### src/rtl/prim_reg_we_decode.sv
// Register write-enable decoder feeding the one-hot checker; escalates checker errors to sticky fatal.
// Optional: define REG_WE_FATAL_CLR_EN to allow clr_i to leave FATAL.
module prim_reg_we_decode #(
    parameter int NumRegs   = 32,
    parameter int AddrWidth = 8,
    parameter int CntWidth  = 8
) (
    input  logic                 clk_i,
    input  logic                 rst_i,
    input  logic                 req_i,
    output logic                 ready_o,
    input  logic                 we_i,
    input  logic [AddrWidth-1:0] addr_i,
    output logic [NumRegs-1:0]   oh_o,
    output logic                 en_o,
    input  logic                 chk_err_i,
    output logic                 decode_err_o,
    output logic                 fatal_o,
    output logic [CntWidth-1:0]  wr_cnt_o,
    input  logic                 clr_i
);

    localparam int IdxW = AddrWidth - 2;

    typedef enum logic [1:0] {
        IDLE  = 2'd0,
        WRITE = 2'd1,
        FATAL = 2'd2
    } state_e;

    state_e              state_q, state_d;
    logic [NumRegs-1:0]  oh_q, oh_d;
    logic                en_q, en_d;
    logic                derr_q, derr_d;
    logic [CntWidth-1:0] cnt_q, cnt_d;
    logic [IdxW-1:0]     idx;
    logic                addr_ok;
    logic                hs;
    logic                clr_ok;

    assign idx     = addr_i[AddrWidth-1:2];
    assign addr_ok = (addr_i[1:0] == 2'b00) &&
                     (32'(idx) < 32'(NumRegs));
    assign ready_o = (state_q == IDLE);
    assign hs      = req_i & ready_o;

`ifdef REG_WE_FATAL_CLR_EN
    // A fresh checker error wins over the clear
    assign clr_ok = clr_i & ~chk_err_i;
`else
    logic unused_clr;
    assign clr_ok     = 1'b0;
    assign unused_clr = clr_i;
`endif

    always_comb begin
        state_d = state_q;
        oh_d    = '0;
        en_d    = 1'b0;
        derr_d  = 1'b0;
        cnt_d   = cnt_q;
        case (state_q)
            IDLE: begin
                if (chk_err_i) begin
                    state_d = FATAL;
                end else if (hs && we_i) begin
                    if (addr_ok) begin
                        state_d = WRITE;
                        oh_d    = NumRegs'(1) << idx;
                        en_d    = 1'b1;
                        if (cnt_q != '1) cnt_d = cnt_q + 1'b1;
                    end else begin
                        derr_d = 1'b1;
                    end
                end
            end
            WRITE: begin
                state_d = chk_err_i ? FATAL : IDLE;
            end
            FATAL: begin
                if (clr_ok) state_d = IDLE;
            end
            default: begin
                state_d = FATAL;
            end
        endcase
    end

    always_ff @(posedge clk_i or posedge rst_i) begin
        if (rst_i) begin
            state_q <= IDLE;
            oh_q    <= '0;
            en_q    <= 1'b0;
            derr_q  <= 1'b0;
            cnt_q   <= '0;
        end else begin
            state_q <= state_d;
            oh_q    <= oh_d;
            en_q    <= en_d;
            derr_q  <= derr_d;
            cnt_q   <= cnt_d;
        end
    end

    assign oh_o         = oh_q;
    assign en_o         = en_q;
    assign decode_err_o = derr_q;
    assign fatal_o      = (state_q == FATAL);
    assign wr_cnt_o     = cnt_q;

endmodule
### config.mk
export PLATFORM = sky130hd
export DESIGN_NAME = prim_reg_we_decode
export DESIGN_NICKNAME = d
export VERILOG_FILES = /design/src/rtl/prim_reg_we_decode.sv
export SDC_FILE = /design/constraint.sdc
export NUM_CORES = 1
export LEC_CHECK = 0
export BUFFER_PORTS_ARGS = -buffer_cell sky130_fd_sc_hd__buf_2
export CELL_PAD_IN_SITES_DETAIL_PLACEMENT = 1
export CELL_PAD_IN_SITES_GLOBAL_PLACEMENT = 1
export CORE_UTILIZATION = 37
export DETAILED_ROUTE_END_ITERATION = 10
export PLACE_DENSITY = 0.86
export SETUP_SLACK_MARGIN = 0.1
export SKIP_CTS_REPAIR_TIMING = 1
export SLEW_MARGIN = 40
export SYNTH_ARGS = -nofsm -noshare
export SYNTH_HDL_FRONTEND = slang
export SYNTH_SLANG_ARGS = --single-unit
### constraint.sdc
create_clock -name clk_i -period 2.2 [get_ports clk_i]
set_input_delay 0.33 -clock clk_i [delete_from_list [all_inputs] [get_ports clk_i]]
set_output_delay 0.33 -clock clk_i [all_outputs]
set_load 0.1 [all_outputs]
Yosys cells after proc, flatten, opt, wreduce, memory -nomap -nowiden
Cells that the tools add are included.
{"block": "classes", "addsub": 1, "order_cmp": 1, "eq_ne": 5, "n_reduce_logical": 6, "bitwise_logic": 3, "muxes": 17, "shifts": 1}
{"op": "32-bit 2-to-1 mux", "n": 4}
{"op": "1-bit by 6-bit left shift with 32-bit output (first input constant)", "n": 1}
{"op": "8-bit by 1-bit adder with 8-bit output (second input constant)", "n": 1}
{"op": "1-bit 2-to-1 mux", "n": 8}
{"op": "2-bit 2-to-1 mux", "n": 4}
{"op": "8-bit != test (second input constant)", "n": 1}
{"op": "6-bit < comparator (second input constant)", "n": 1}
{"op": "3-bit by 1-bit != test with 1-bit output (second input constant)", "n": 2}
{"op": "2-bit one-hot mux with 3 select lines", "n": 1}
{"op": "5-bit AND reduction", "n": 1}
{"op": "2-bit zero test", "n": 2}
{"op": "3-bit AND reduction", "n": 1}
{"op": "2-bit by 1-bit == test with 1-bit output (second input constant)", "n": 1}
{"op": "2-bit == test (second input constant)", "n": 1}
{"op": "1-bit logical AND", "n": 2}
{"op": "1-bit inverter", "n": 2}
{"op": "1-bit AND", "n": 1}
{"block": "totals", "word_cells": 39, "out_inout_bits": 44, "ff_bits": 44}

Logic depth before layout (Yosys ltp)
{"block": "depth", "depth_word": 6, "mapped_depth": 5, "ltp_nobuf": 5}

Worst setup path before layout
OpenSTA, ideal clock, no wires.
{"block": "synth_path", "path_type": "register to register", "startpoint": "register cnt_q[0] (netlist: wr_cnt_o[0])", "endpoint": "register cnt_q[1] (netlist: wr_cnt_o[1])", "n_path_buf": 0, "path_stages_with_launch": 5, "slack_ns": -0.070, "t_arrival_ns": 2.144, "setup_time_ns": 0.126, "cell_sequence": "dfrtp_1 -> ha_1 -> nand3_1 -> o2111ai_1 -> mux2_2"}
{"block": "synth_via", "elab_chain_len": 2, "elab_cells_between_ends": 3, "classes_between": "add/sub (1); eq/ne (1); reduce/logical (1)"}
{"item": "start, declared", "line": "35", "source": "logic [CntWidth-1:0] cnt_q, cnt_d;"}
{"item": "start signal, assigned", "line": "101", "source": "cnt_q <= cnt_d;"}
{"item": "parallel branches: the longest is 2 deep, another holds 8-bit by 1-bit adder with 8-bit output"}
Parallel ways; which one is timed is not known.
A chain may end at the register's enable or synchronous reset.

Worst setup path after layout
{"block": "layout_path", "startpoint": "register state_q[1]", "endpoint": "register oh_q[1] (netlist: oh_o[1])"}
{"block": "layout_via", "elab_chain_len": 6}
{"item": "start, declared", "line": "31", "source": "state_e state_q, state_d;"}
{"item": "start signal, assigned", "line": "97", "source": "state_q <= state_d;"}
{"item": "2-bit zero test (*)", "line": "44, 62"}
{"item": "1-bit AND", "line": "45", "source": "assign hs = req_i & ready_o;"}
{"item": "1-bit logical AND", "line": "66", "source": "end else if (hs && we_i) begin"}
{"item": "32-bit 2-to-1 mux", "line": "66"}
{"item": "32-bit 2-to-1 mux", "line": "64", "source": "if (chk_err_i) begin"}
{"item": "32-bit 2-to-1 mux (*)", "line": "62", "source": "case (state_q)"}
{"item": "via oh_d[1]", "line": "32", "source": "logic [NumRegs-1:0] oh_q, oh_d;"}
{"item": "end signal, assigned", "line": "98", "source": "oh_q <= oh_d;"}
{"item": "end, declared", "line": "32"}
Mark *: on every way through the listed nets, which the timed path passes. The rest lies on a longest branch.

==> metrics <==
status=finished clean; Die Wd=68.3 um; DRC viols=0; CP required=2.41 ns; GRT Util Overall=0.179; Final Critical Period=1.85 ns; Rows=23; share of layout cells above drive strength 1=0.376; top_reg_cell synth=dfrtp_1; Via Count=1205; initial antenna violation count=0; RSZ-0062 raised after global routing=false; Max-cap violations=0; Final ANT Viol Nets=0; RR Startpoint=state_q[1]$_DFFE_PP0P_; die area=between 4000 and 5000 sq um; fillcell total=472; die span in y=between 60 and 70 um; Worst slew margin=0.592; gr ovfl total=0; fmax=0.541 GHz; Tot Pwr=0.00146 W; Vias/cell=just under 5; Yosys warning count=0; Post-synth ARST share=1.00; Pwr per Cell Area=between 700 and 800 nW/um^2; Synth top area share=0.676; clk_lat worst skew=0.30 ns; Setup crit start=state_q[1]$_DFFE_PP0P_; Critical Path AT=2.05 ns; syn_nets=150; Fin. Hold Viols=0; count leader, synth=dfrtp_1; post-synth design cell area=1630 sq um; most frequent cells after synthesis=44 x dfrtp_1, 30 x nor2_1, 10 x nor3_1, 7 x nand2_1; Clock Root Buffer=clkbuf_8; Post-synth EDFFs=0; vias in the first global route=around 1.2k; critical path startpoint category=flip-flop; final net count=212; Setup TNS=0 ns; IO buf count=56; H-Tree Depth=2; post-route insts no fill=247; Setup Skew=0.00755 ns; TritonCTS clock tree=built; Final setup viols=0; Synth area leader=dfrtp_1; 1st-iter DRT viols=67; fin crit share=0.840; Clock Pin Slew Worst Setup and Hold Paths=0.08 ns; register area share after synthesis=0.676; fin util=0.507; Leak=1.11 nW; clock sink count=44; Avg Cell Area, Syn=12.1 sq um; post-DR wirelength/cell=14.6 um; HP Class=input port to async pin; DRT Wirelength=3600 um; critical path capture point type=flip-flop; drt pass-1 iters=4; Inst Count DP=240; Synth Register Bits=44; Crit Path Category=flip-flop to flip-flop; diode count=0; Max Slew Vio Count=0; clk buf depth=2; Mapped Cells=135; top post-synthesis cells by area=dfrtp_1 68%, nor2_1 6.9%, nor3_1 3.1%; Netlist cell types=26; VDD IR max=0.334 mV; largest net degree at the start of global routing=45; total CTS buffers=5; Hold Slack=0.0530 ns; Area growth syn-to-layout=28.2%; Starting Density=0.396; Worst-Margin Slew=0.612 ns; global-route wire length before repair=roughly 6000 um; CORE AREA=~4100 sq um; crit path max fanout=5; routability cong.=0.726; # IOs=58; post-DP HPWL=~2700 um
-- flip-flops by register name (all words and copies together), names as in the netlist --
name          cells
oh_o             32
wr_cnt_o          8
state_q           2
decode_err_o      1
en_o              1
-- worst max-delay path: stages (launching register included) --
cell     delay, ns
dfrtp_1       0.42
nor4b_4       0.37
and4b_1       0.33
or3b_1        0.45
nor3_1        0.19
-- kinds of logic (layout without fill, tap and decap cells) --
group | after synthesis | count (layout) | share of synthesized area
simple gates | 73 | 73 | 0.243
flops | 44 | 44 | 0.676
buf+inv | 7 | 69 | 0.0208
xor+xnor | 5 | 5 | 0.0269
compound gates | 3 | 3 | 0.0115
mux | 2 | 2 | 0.0138
fa+ha+maj | 1 | 1 | 0.00769
-- metrics by stage --
stage | setup slack (ns) | cell area (sq um)
floorplan | 0.108 | 1630
global placement | 0.335 | 1980
detailed placement | 0.287 | 1980
CTS | 0.313 | 2090
global route | 0.178 | 2090
finish | 0.351 | 2090
-- report_power, final --
part / internal (W) / switching [W] / total (W)
clock network: 0.000333 / 0.000262 / 0.000595
registers: 0.000808 / 0.000000301 / 0.000808
logic: 0.0000168 / 0.0000426 / 0.0000594
-- per-layer routing --
layer | GRT usage | wire length, um | vias up
li1 | - | - | 573
met4 | 0.0911 | 70 | 0
met1 | 0.201 | 1450 | 587
met5 | 0 | 0 | -
met2 | 0.313 | 1910 | 38
met3 | 0.0417 | 168 | 7
-- path summary, 6_finish.rpt --
check	endpoint	slack [ns]	cells past startpoint
max in group asynchronous	wr_cnt_o[5]$_DFFE_PP0P_	1.92	3
setup reg to reg	oh_o[1]$_DFF_PP0_	0.35	4
hold / removal	oh_o[6]$_DFF_PP0_	0.05	3
setup / recovery	oh_o[1]$_DFF_PP0_	0.35	4
min in group clk_i	state_q[1]$_DFFE_PP0P_	0.27	2
hold reg to reg	wr_cnt_o[5]$_DFFE_PP0P_	0.50	1
-- layout make-up --
type,count,area (sq um),share of cell area
flip-flops and latches,44,1110,0.530
clock buffers,6,72.6,0.0348
repair buffers,58,308,0.147
clock inverters,1,30.0,0.0144
multi-input cells,84,493,0.236
well taps,50,62.6,0.0300
inverters,4,15.0,0.00719
-- cell usage in the layout, fill, tap and decap left out, drive strengths merged --
cell	Yosys	routed
nor2	30	30
nand2	7	7
and3	1	1
nor2b	2	2
nor4	1	1
or4b	1	1
a21oi	2	2
or3b	3	3
and4b	2	2
bufinv	0	1
inv	4	3
buf	1	58
nand4	3	3
clkinv	0	1
nand4b	2	2
nand3	4	4
or2	1	1
clkbuf	2	6
nor4b	1	1
nand2b	4	4
xor2	2	2
ha	1	1
o2111ai	1	1
mux2	2	2
xnor2	3	3
nor3	11	11
dfrtp	44	44
No activity file was read; power rests on OpenSTA's default activity.
